--- config.mk ---
export PLATFORM = sky130hd
export DESIGN_NAME = mem_boot_loader_flat
export DESIGN_NICKNAME = d
export VERILOG_FILES = /design/src/rtl/mem_boot_loader_pkg.sv /design/src/rtl/mem_boot_loader_if.sv /design/src/rtl/mem_boot_loader_hdr_decode.sv /design/src/rtl/mem_boot_loader.sv /design/src/flat_wrapper.sv
export SDC_FILE = /design/constraint.sdc
export NUM_CORES = 1
export LEC_CHECK = 0
export ABC_AREA = 1
export CAP_MARGIN = 40
export CORE_ASPECT_RATIO = 1.75
export CORE_MARGIN = 1.5
export CORE_UTILIZATION = 30
export DETAILED_ROUTE_END_ITERATION = 12
export SYNTH_ARGS = -nofsm -noshare
export SYNTH_HDL_FRONTEND = slang
export SYNTH_HIERARCHICAL = 1
export SYNTH_SLANG_ARGS = --single-unit
--- constraint.sdc ---
create_clock -name clk -period 2.7 [get_ports clk]
set_input_delay 0.27 -clock clk [delete_from_list [all_inputs] [get_ports clk]]
set_output_delay 0.27 -clock clk [all_outputs]
set_load 0.02 [all_outputs]
--- src/rtl/mem_boot_loader_pkg.sv ---
// Shared types and header field layout for the boot loader.
// Header layout: count-1 in the low ADDR_W bits, then base, then target; MSB flags the last section.
package mem_boot_loader_pkg;

  typedef enum logic [1:0] {
    IDLE   = 2'd0,
    HEADER = 2'd1,
    LOAD   = 2'd2,
    DONE   = 2'd3
  } state_t;

  localparam int HDR_CNT_LSB = 0;

  function automatic int tgt_width(input int num_tgt);
    return (num_tgt > 1) ? $clog2(num_tgt) : 1;
  endfunction

  function automatic int hdr_base_lsb(input int addr_w);
    return addr_w;
  endfunction

  function automatic int hdr_tgt_lsb(input int addr_w);
    return 2 * addr_w;
  endfunction

endpackage

--- src/rtl/mem_boot_loader_if.sv ---
// Word stream in, memory write ports and CPU status out.
// master = stream source / status observer, slave = the loader.
interface mem_boot_loader_if #(
  parameter int DATA_W  = 32,
  parameter int ADDR_W  = 8,
  parameter int NUM_TGT = 2
);
  logic              start;
  logic              in_valid;
  logic [DATA_W-1:0] in_data;
  logic              in_ready;
  logic [NUM_TGT-1:0] wr_en;
  logic [ADDR_W-1:0] wr_addr;
  logic [DATA_W-1:0] wr_data;
  logic              cpu_hold;
  logic              busy;
  logic              done;
  logic              err;

  modport master (
    output start, in_valid, in_data,
    input  in_ready, wr_en, wr_addr, wr_data, cpu_hold, busy, done, err
  );

  modport slave (
    input  start, in_valid, in_data,
    output in_ready, wr_en, wr_addr, wr_data, cpu_hold, busy, done, err
  );
endinterface

--- src/rtl/mem_boot_loader_hdr_decode.sv ---
// Splits a section header word into its fields; purely combinational, no flow control.
module boot_hdr_decode
  import mem_boot_loader_pkg::*;
#(
  parameter int DATA_W  = 32,
  parameter int ADDR_W  = 8,
  parameter int NUM_TGT = 2
) (
  input  logic [DATA_W-1:0]              hdr,
  output logic [ADDR_W-1:0]              cnt_m1,
  output logic [ADDR_W-1:0]              base,
  output logic [tgt_width(NUM_TGT)-1:0]  tgt,
  output logic                           last,
  output logic                           tgt_ok
);
  localparam int TGT_W = tgt_width(NUM_TGT);

  assign cnt_m1 = hdr[HDR_CNT_LSB +: ADDR_W];
  assign base   = hdr[hdr_base_lsb(ADDR_W) +: ADDR_W];
  assign tgt    = hdr[hdr_tgt_lsb(ADDR_W) +: TGT_W];
  assign last   = hdr[DATA_W-1];
  assign tgt_ok = (32'(tgt) < NUM_TGT);

  // Bits between the target field and the last flag are reserved.
  logic hdr_unused;
  assign hdr_unused = ^hdr;
endmodule

--- src/rtl/mem_boot_loader.sv ---
// Streams header+data sections into memory write ports, holding the CPU until the image is in.
// Writes are registered (one cycle after the transfer); the source may stall in_valid indefinitely.
module mem_boot_loader
  import mem_boot_loader_pkg::*;
#(
  parameter int DATA_W  = 32,
  parameter int ADDR_W  = 8,
  parameter int NUM_TGT = 2
) (
  input logic            clk,
  input logic            rst_n,
  mem_boot_loader_if.slave bus
);
  localparam int TGT_W = tgt_width(NUM_TGT);
  localparam logic [ADDR_W:0] REMAIN_ONE = (ADDR_W+1)'(1);

  state_t              state;
  logic [ADDR_W:0]     remain;
  logic [ADDR_W-1:0]   addr;
  logic [TGT_W-1:0]    tgt_q;
  logic                last_q;
  logic                tgt_ok_q;

  logic [NUM_TGT-1:0]  wr_en_q;
  logic [ADDR_W-1:0]   wr_addr_q;
  logic [DATA_W-1:0]   wr_data_q;
  logic                busy_q, done_q, err_q, cpu_hold_q;

  logic [ADDR_W-1:0]   h_cnt_m1, h_base;
  logic [TGT_W-1:0]    h_tgt;
  logic                h_last, h_tgt_ok;
  logic                xfer;
  logic [NUM_TGT-1:0]  tgt_onehot;

  boot_hdr_decode #(
    .DATA_W (DATA_W),
    .ADDR_W (ADDR_W),
    .NUM_TGT(NUM_TGT)
  ) u_hdr (
    .hdr   (bus.in_data),
    .cnt_m1(h_cnt_m1),
    .base  (h_base),
    .tgt   (h_tgt),
    .last  (h_last),
    .tgt_ok(h_tgt_ok)
  );

  assign bus.in_ready = (state == HEADER) || (state == LOAD);
  assign xfer         = bus.in_valid && bus.in_ready;
  assign tgt_onehot   = NUM_TGT'(1) << tgt_q;

  always_ff @(posedge clk) begin
    if (!rst_n) begin
      state      <= IDLE;
      remain     <= '0;
      addr       <= '0;
      tgt_q      <= '0;
      last_q     <= 1'b0;
      tgt_ok_q   <= 1'b0;
      wr_en_q    <= '0;
      wr_addr_q  <= '0;
      wr_data_q  <= '0;
      busy_q     <= 1'b0;
      done_q     <= 1'b0;
      err_q      <= 1'b0;
      cpu_hold_q <= 1'b1;
    end else begin
      wr_en_q <= '0;
      done_q  <= 1'b0;
      unique case (state)
        IDLE: begin
          if (bus.start) begin
            state      <= HEADER;
            busy_q     <= 1'b1;
            cpu_hold_q <= 1'b1;
          end
        end
        HEADER: begin
          if (xfer) begin
            remain   <= {1'b0, h_cnt_m1} + REMAIN_ONE;
            addr     <= h_base;
            tgt_q    <= h_tgt;
            last_q   <= h_last;
            tgt_ok_q <= h_tgt_ok;
            if (!h_tgt_ok) err_q <= 1'b1;
            state    <= LOAD;
          end
        end
        LOAD: begin
          if (xfer) begin
            // A bad-target section is still consumed, just never strobed.
            if (tgt_ok_q) wr_en_q <= tgt_onehot;
            wr_addr_q <= addr;
            wr_data_q <= bus.in_data;
            addr      <= addr + ADDR_W'(1);
            remain    <= remain - REMAIN_ONE;
            if (remain == REMAIN_ONE) state <= last_q ? DONE : HEADER;
          end
        end
        DONE: begin
          state      <= IDLE;
          done_q     <= 1'b1;
          busy_q     <= 1'b0;
          cpu_hold_q <= 1'b0;
        end
        default: state <= IDLE;
      endcase
    end
  end

  assign bus.wr_en    = wr_en_q;
  assign bus.wr_addr  = wr_addr_q;
  assign bus.wr_data  = wr_data_q;
  assign bus.busy     = busy_q;
  assign bus.done     = done_q;
  assign bus.err      = err_q;
  assign bus.cpu_hold = cpu_hold_q;
endmodule

--- src/flat_wrapper.sv ---
// flat-port wrapper written by rule: the top's interface ports become plain ports
module mem_boot_loader_flat import mem_boot_loader_pkg::*;
#(
  parameter int DATA_W  = 32,
  parameter int ADDR_W  = 8,
  parameter int NUM_TGT = 2
)
  (clk, rst_n, bus_start, bus_in_valid, bus_in_data, bus_in_ready, bus_wr_en, bus_wr_addr, bus_wr_data, bus_cpu_hold, bus_busy, bus_done, bus_err);
  mem_boot_loader_if #(.DATA_W(DATA_W), .ADDR_W(ADDR_W), .NUM_TGT(NUM_TGT)) bus_i ();
  input logic clk;
  input logic rst_n;
  input wire logic [$bits(bus_i.start)-1:0] bus_start;
  input wire logic [$bits(bus_i.in_valid)-1:0] bus_in_valid;
  input wire logic [$bits(bus_i.in_data)-1:0] bus_in_data;
  output wire logic [$bits(bus_i.in_ready)-1:0] bus_in_ready;
  output wire logic [$bits(bus_i.wr_en)-1:0] bus_wr_en;
  output wire logic [$bits(bus_i.wr_addr)-1:0] bus_wr_addr;
  output wire logic [$bits(bus_i.wr_data)-1:0] bus_wr_data;
  output wire logic [$bits(bus_i.cpu_hold)-1:0] bus_cpu_hold;
  output wire logic [$bits(bus_i.busy)-1:0] bus_busy;
  output wire logic [$bits(bus_i.done)-1:0] bus_done;
  output wire logic [$bits(bus_i.err)-1:0] bus_err;
  assign bus_i.start = bus_start;
  assign bus_i.in_valid = bus_in_valid;
  assign bus_i.in_data = bus_in_data;
  assign bus_in_ready = bus_i.in_ready;
  assign bus_wr_en = bus_i.wr_en;
  assign bus_wr_addr = bus_i.wr_addr;
  assign bus_wr_data = bus_i.wr_data;
  assign bus_cpu_hold = bus_i.cpu_hold;
  assign bus_busy = bus_i.busy;
  assign bus_done = bus_i.done;
  assign bus_err = bus_i.err;
  mem_boot_loader #(.DATA_W(DATA_W), .ADDR_W(ADDR_W), .NUM_TGT(NUM_TGT)) u_core (.clk(clk), .rst_n(rst_n), .bus(bus_i));
endmodule
==> results.sh, run 1 <==
export IMPL_postCtsHoldBufs=0
export IMPL_max_slew_margin_pct=58.8
export IMPL_drv_slew=0
export IMPL_clk_path_buf_depth=2
export IMPL_fin_cells=656
export IMPL_vias=3065
export IMPL_dp_cells=640
export IMPL_p_leak_nw=1.73
export IMPL_path_cells="inv_1 -> ha_1 -> clkdlybuf4s50_1"
export IMPL_final_min_clock_period_ns=2.15
export IMPL_path_buf_inv=2
export IMPL_ys_seq_elements=68
export IMPL_cap_violations=0
export IMPL_ir_worst_vdd_v=0.000454
export IMPL_synth_ff_type="dfxtp_1"
export IMPL_post_cts_setup_buffer_count=0
export IMPL_areaGrowthSynthToFinish_pct=33.0
export IMPL_drc=0
export IMPL_routed_wl_um=8880
export IMPL_dp_hpwl_um=6480
export IMPL_yosysUniqueCellTypes=33
export IMPL_cts_sinks=68
export IMPL_worstPathMaxFanout=6
export IMPL_cp_arrival_ns=1.88
export IMPL_syn_num_nets=506
export IMPL_crit_family="buffers and inverters"
export IMPL_grt_pass1_vias=2952
export IMPL_die_width_um=82.2
export IMPL_die_y_um=142
export IMPL_ant_nets=0
export IMPL_rows=50
export IMPL_status="complete, no violations"
export IMPL_cp_slowest_cell="clkdlybuf4s50_1"
export IMPL_fin_skew_ns=0.00729
export IMPL_finalHoldViolCount=0
export IMPL_netlist_instances=462
export IMPL_die_area_mm2=0.0116
export IMPL_synth_seq_area_share_pct=41.4
export IMPL_yosys_warnings=6
export IMPL_critPathKind="register to output port"
export IMPL_htreeDepth=3
export IMPL_ioPinCount=83
export IMPL_firstDrtPassIters=4
export IMPL_antenna_cells=0
export IMPL_setup_viol=0
export IMPL_synth_edf_count=0
export IMPL_p_per_area_mw_per_mm2=971
export IMPL_grt_max_degree=44
export IMPL_syn_avg_cell_area_um2=7.12
export IMPL_avgViaCountPerCell=4.67
export IMPL_antenna_found_initial=0
export IMPL_min_period_over_period_pct=79.6
export IMPL_cts_tree="built"
export IMPL_synthArstFlopShare_pct=0
export IMPL_dr_first_iter_drc_count=227
export IMPL_fin_nets=565
export IMPL_io_buffers=82
export IMPL_grt_overflow=0
export IMPL_design_core_area_mm2=0.0107
export IMPL_grt_use_total_pct=15.9
export IMPL_root_buffer="clkbuf_16"
export IMPL_tightest_slew_ns=0.617
export IMPL_required_ns=2.43
export IMPL_wl_per_cell_um=13.5
export IMPL_drive_gt1_share_pct=6.84
export IMPL_tns_ns=0
export IMPL_cts_inserted_buffers=9
export IMPL_rsz0062_at_grt="false"
export IMPL_worstSetupStartpointType="register"
export IMPL_initial_core_util_pct=30.7
export IMPL_ctsResizeCount=0
export IMPL_fmax_mhz=465
export IMPL_gp_congestion=0.854
export IMPL_grt_pass1_wl_um=14000
export IMPL_crit_path_end_kind="output port"
export IMPL_netlist_area_mm2=0.00329
export IMPL_hp_class="register to register"
export IMPL_clock_latency_ns=0.33
export IMPL_path_clk_slew_ns=0.05
export IMPL_slowest_delay_ns=0.65
-- layer usage --
layer | global-route usage [%] | share of wire, % | wire (um) | vias up
met5 | 0 | 0 | 0 | -
met4 | 7.85 | 2.8 | 252 | 0
met3 | 3.28 | 3.1 | 275 | 14
met2 | 29.1 | 56 | 4950 | 56
met1 | 16.6 | 38 | 3400 | 1402
li1 | - | - | - | 1593
-- worst register-to-register path: cells and delay by family, from the launching register on --
kind / cells / cell delay [ns]
buffers and inverters: 3 / 0.39
AND/OR/NAND/NOR: 3 / 0.40
adder cells (fa/ha/maj): 1 / 0.41
AO/OA/AOI/OAI: 2 / 0.16
flip-flops: 1 / 0.41
-- layout make-up --
| class | count | area [um2] |
|---|---|---|
| clock buffer | 10 | 229 |
| clock inverter | 6 | 87.6 |
| fill | 1119 | 6320 |
| inverter | 41 | 159 |
| multi-input combinational | 314 | 1520 |
| sequential | 68 | 1360 |
| tap | 130 | 163 |
| timing repair buffer | 87 | 858 |
-- kinds of logic after synthesis --
group,after synthesis,share of synthesized area (%)
AO/OA/AOI/OAI,95,15.4
XOR/XNOR,1,0.266
adder cells (fa/ha/maj),8,3.04
buffers and inverters,80,12.5
flip-flops,68,41.4
other,1,0.114
AND/OR/NAND/NOR,209,27.3
-- cells in the mapped netlist, types with 2 or more instances --
master | number | area, um2
nor2_1 | 105 | 394
dfxtp_1 | 68 | 1360
o21ai_0 | 60 | 300
nand2_1 | 54 | 203
inv_1 | 38 | 143
nand3_1 | 32 | 160
a21oi_1 | 21 | 105
buf_4 | 19 | 143
buf_2 | 9 | 45.0
clkbuf_1 | 8 | 30.0
ha_1 | 8 | 100
nand4_1 | 6 | 37.5
a21oi_2 | 4 | 35.0
nand2_2 | 4 | 25.0
o21ai_1 | 3 | 15.0
o21bai_1 | 3 | 22.5
a31oi_1 | 2 | 12.5
nand3_4 | 2 | 35.0
nor4_1 | 2 | 12.5
-- placed cells by master (no fill, tap or decap), types with 2 or more instances in the layout --
cell type,synthesis,final
nand4_1,6,6
clkdlybuf4s50_1,0,82
nand2_1,54,54
ha_1,8,8
o21ai_0,60,60
dfxtp_1,68,68
a21oi_1,21,21
bufinv_16,0,2
nand2_2,4,4
buf_4,19,5
a31oi_1,2,2
o21bai_1,3,3
nand3_1,32,32
nor2_1,105,105
clkbuf_16,0,9
inv_6,1,2
clkinv_2,0,2
o21ai_1,3,3
nor4_1,2,2
nand3_4,2,2
a21oi_2,4,4
inv_1,38,38
-- sequential cells by signal (all words and copies together), names as in the netlist, 2 cells and up --
register / cells
u_core/bus.wr_addr: 8
u_core/state: 2
u_core/remain: 9
u_core/addr: 8
u_core/bus.wr_en: 2
u_core/bus.wr_data: 32
-- stage by stage --
| step | power, mW | util (%) | hold slack (ns) | cell area [um2] | setup slack (ns) |
|---|---|---|---|---|---|
| floorplan | 2.59 | - | 0.401 | 3290 | 0.997 |
| global placement | 2.98 | 37.9 | 0.407 | 4060 | 0.916 |
| detailed placement | 3.02 | 37.9 | 0.424 | 4060 | 0.840 |
| CTS | 4.29 | 40.9 | 0.433 | 4370 | 0.524 |
| global route | 4.54 | 40.9 | 0.460 | 4370 | 0.479 |
| finish | 4.25 | 40.9 | 0.444 | 4370 | 0.550 |
-- path summary, 6_finish.rpt --
kind,from,end,slack (ns),cells past startpoint
min reg2reg,u_core/tgt_q,u_core/bus.wr_en[0],0.44,1
min,u_core/tgt_q,u_core/bus.wr_en[0],0.44,1
max reg2reg,u_core/state[1],u_core/remain[8],0.82,9
max,u_core/state[1],bus_in_ready,0.55,3
-- power by group --
part	leakage (nW)	internal (mW)	switching [mW]
Clock	0.157	0.810	0.434
Sequential	0.552	1.22	0.160
Combinational	1.02	0.633	0.986
Power figures use the tool's default switching activity.
==> inputs of run 2 (changes only) <==
==> constraint.sdc (replaced) <==
create_clock -name clk -period 2.1 [get_ports clk]
set_input_delay 0.21 -clock clk [delete_from_list [all_inputs] [get_ports clk]]
set_output_delay 0.21 -clock clk [all_outputs]
set_load 0.02 [all_outputs]
==> run 2 against run 1 <==
Clock-buffer cell count down 1. Sequential power grew 29%. Die area did not move. Final area is 0.60% lower. Global-route usage rose by 0.22 points. Hold slack got worse by 0.019 ns. Flip-flop and latch count unchanged. Final cell count fell by 0.15%. Setup slack worse by 0.31 ns. Critical endpoint is now u_core/remain[8]. Largest power group unchanged.
==> results.sh, run 2 (synthesis results as in run 1) <==
export IMPL_worstPathMaxFanout=19
export IMPL_largest_reg_flops=32
export IMPL_slowest_delay_ns=0.41
export IMPL_path_cells="inv_1 -> ha_1 -> nand2_2 -> nand2_4 -> nand3_4 -> inv_6 -> o21ai_0 -> inv_1 -> a21oi_1"
export IMPL_placement_cell_area_mm2=0.00406
export IMPL_status="complete, no violations"
export IMPL_reg2reg_depth=9
export IMPL_final_min_clock_period_ns=1.86
export IMPL_avgViaCountPerCell=4.73
export IMPL_cp_arrival_ns=2.08
export IMPL_areaGrowthSynthToFinish_pct=32.2
export IMPL_ant_nets=0
export IMPL_hp_class="register to register"
export IMPL_cp_depth=9
export IMPL_fin_nets=565
export IMPL_worstSetupStartpointType="register"
export IMPL_required_ns=2.32
export IMPL_rsz0062_at_grt="false"
export IMPL_cts_inserted_buffers=9
export IMPL_crit_path_end_kind="register"
export IMPL_io_buffers=82
export IMPL_cp_slowest_cell="dfxtp_1"
export IMPL_path_clk_slew_ns=0.06
export IMPL_final_common_cell="nor2_1"
export IMPL_crit_top_cell="inv_1"
export IMPL_fin_util_pct=40.6
export IMPL_p_per_area_mw_per_mm2=1220
export IMPL_crit_family="flip-flops"
export IMPL_design_core_area_mm2=0.0107
export IMPL_antenna_cells=0
export IMPL_finalHoldViolCount=0
export IMPL_gp_congestion=0.863
export IMPL_grt_max_degree=44
export IMPL_cap_violations=0
export IMPL_routed_wl_um=8840
export IMPL_critPathKind="register to register"
export IMPL_dr_first_iter_drc_count=124
export IMPL_fin_skew_ns=0.00757
export IMPL_ir_worst_vdd_v=0.000579
export IMPL_htreeDepth=3
export IMPL_die_y_um=142
export IMPL_clock_latency_ns=0.33
export IMPL_tightest_slew_ns=0.637
export IMPL_die_area_mm2=0.0116
export IMPL_initial_core_util_pct=30.7
export IMPL_fmax_mhz=536
export IMPL_setup_viol=0
export IMPL_drive_gt1_share_pct=6.86
export IMPL_seqCellArea_mm2=0.00136
export IMPL_multiInputGateArea_mm2=0.00152
export IMPL_firstDrtPassIters=5
export IMPL_ioPinCount=83
export IMPL_holdPathStages=1
export IMPL_clk_path_buf_depth=2
export IMPL_fillers=1122
export IMPL_post_cts_setup_buffer_count=0
export IMPL_drc=0
export IMPL_cts_tree="built"
export IMPL_vias=3100
export IMPL_grt_overflow=0
export IMPL_rows=50
export IMPL_p_leak_nw=1.71
export IMPL_grt_pass1_vias=2928
export IMPL_dp_hpwl_um=6480
export IMPL_min_period_over_period_pct=88.8
export IMPL_die_width_um=82.2
export IMPL_wl_per_cell_um=13.5
export IMPL_total_power_mw=5.31
export IMPL_grt_use_total_pct=16.2
export IMPL_path_buf_inv=3
export IMPL_root_buffer="clkbuf_16"
export IMPL_mostFrequentLayoutCells="nor2_1, clkdlybuf4s50_1, dfxtp_1"
export IMPL_antenna_found_initial=0
export IMPL_cts_sinks=68
export IMPL_max_slew_margin_pct=57.5
export IMPL_final_cell_area_mm2=0.00435
export IMPL_tns_ns=0
export IMPL_grt_pass1_wl_um=14100
export IMPL_drv_slew=0
[run 2: cell types whose count changed in the layout (fill, tap and decap cells not counted), sizes merged]
cell	delta
clkbuf	-1
dlygate4sd2	+1
clkinvlp	+3
bufinv	-1
clkdlybuf4s50	-1
clkinv	-1
inv	-1
[run 2: power by group]
group | switching (mW) | internal [mW]
Sequential | 0.203 | 1.57
Combinational | 1.26 | 0.804
Clock | 0.562 | 0.911
Total | 2.03 | 3.29
[run 2: routing by layer]
metal | vias up | wire [um] | GRT usage (%)
li1 | 1587 | - | -
met1 | 1421 | 3340 | 16.2
met2 | 79 | 4930 | 30.6
met3 | 13 | 351 | 2.77
met4 | 0 | 221 | 7.85
met5 | - | 0 | 0
[run 2: worst paths after layout]
check	endpoint	slack, ns	start
hold reg to reg	u_core/bus.wr_en[0]	0.43	u_core/tgt_q
hold / removal	u_core/bus.wr_en[0]	0.43	u_core/tgt_q
setup reg to reg	u_core/remain[8]	0.24	u_core/state[1]
setup / recovery	u_core/remain[8]	0.24	u_core/state[1]
[run 2: what timing repair did]
| action | CTS | global route |
|---|---|---|
| endpoints found under the hold margin | 0 | 0 |
| endpoints found under the setup margin | 1 | 0 |
| hold buffers | 0 | 0 |
| gates resized for setup | 1 | 0 |
[run 2: layout make-up]
class,instances,area share (%)
multi-input combinational,314,34.9
sequential,68,31.3
timing repair buffer,87,19.7
clock buffer,9,5.18
tap,130,3.74
inverter,41,3.65
clock inverter,6,1.53
[run 2: per-stage QoR]
stage                     hold WS [ns]  setup slack, ns  cells
final                            0.425            0.236    655
after global routing             0.431           0.0306    655
after CTS                        0.420            0.221    655
after detailed placement         0.410            0.228    640
after global placement           0.408            0.343    640
after floorplan                  0.348            0.397    462
[run 2: worst reg2reg max path, stage by stage (launching register included)]
cell and delay (ns):
dfxtp_1 0.41, inv_1 0.10, ha_1 0.40, nand2_2 0.10, nand2_4 0.09, nand3_4 0.21
inv_6 0.23, o21ai_0 0.11, inv_1 0.06, a21oi_1 0.05
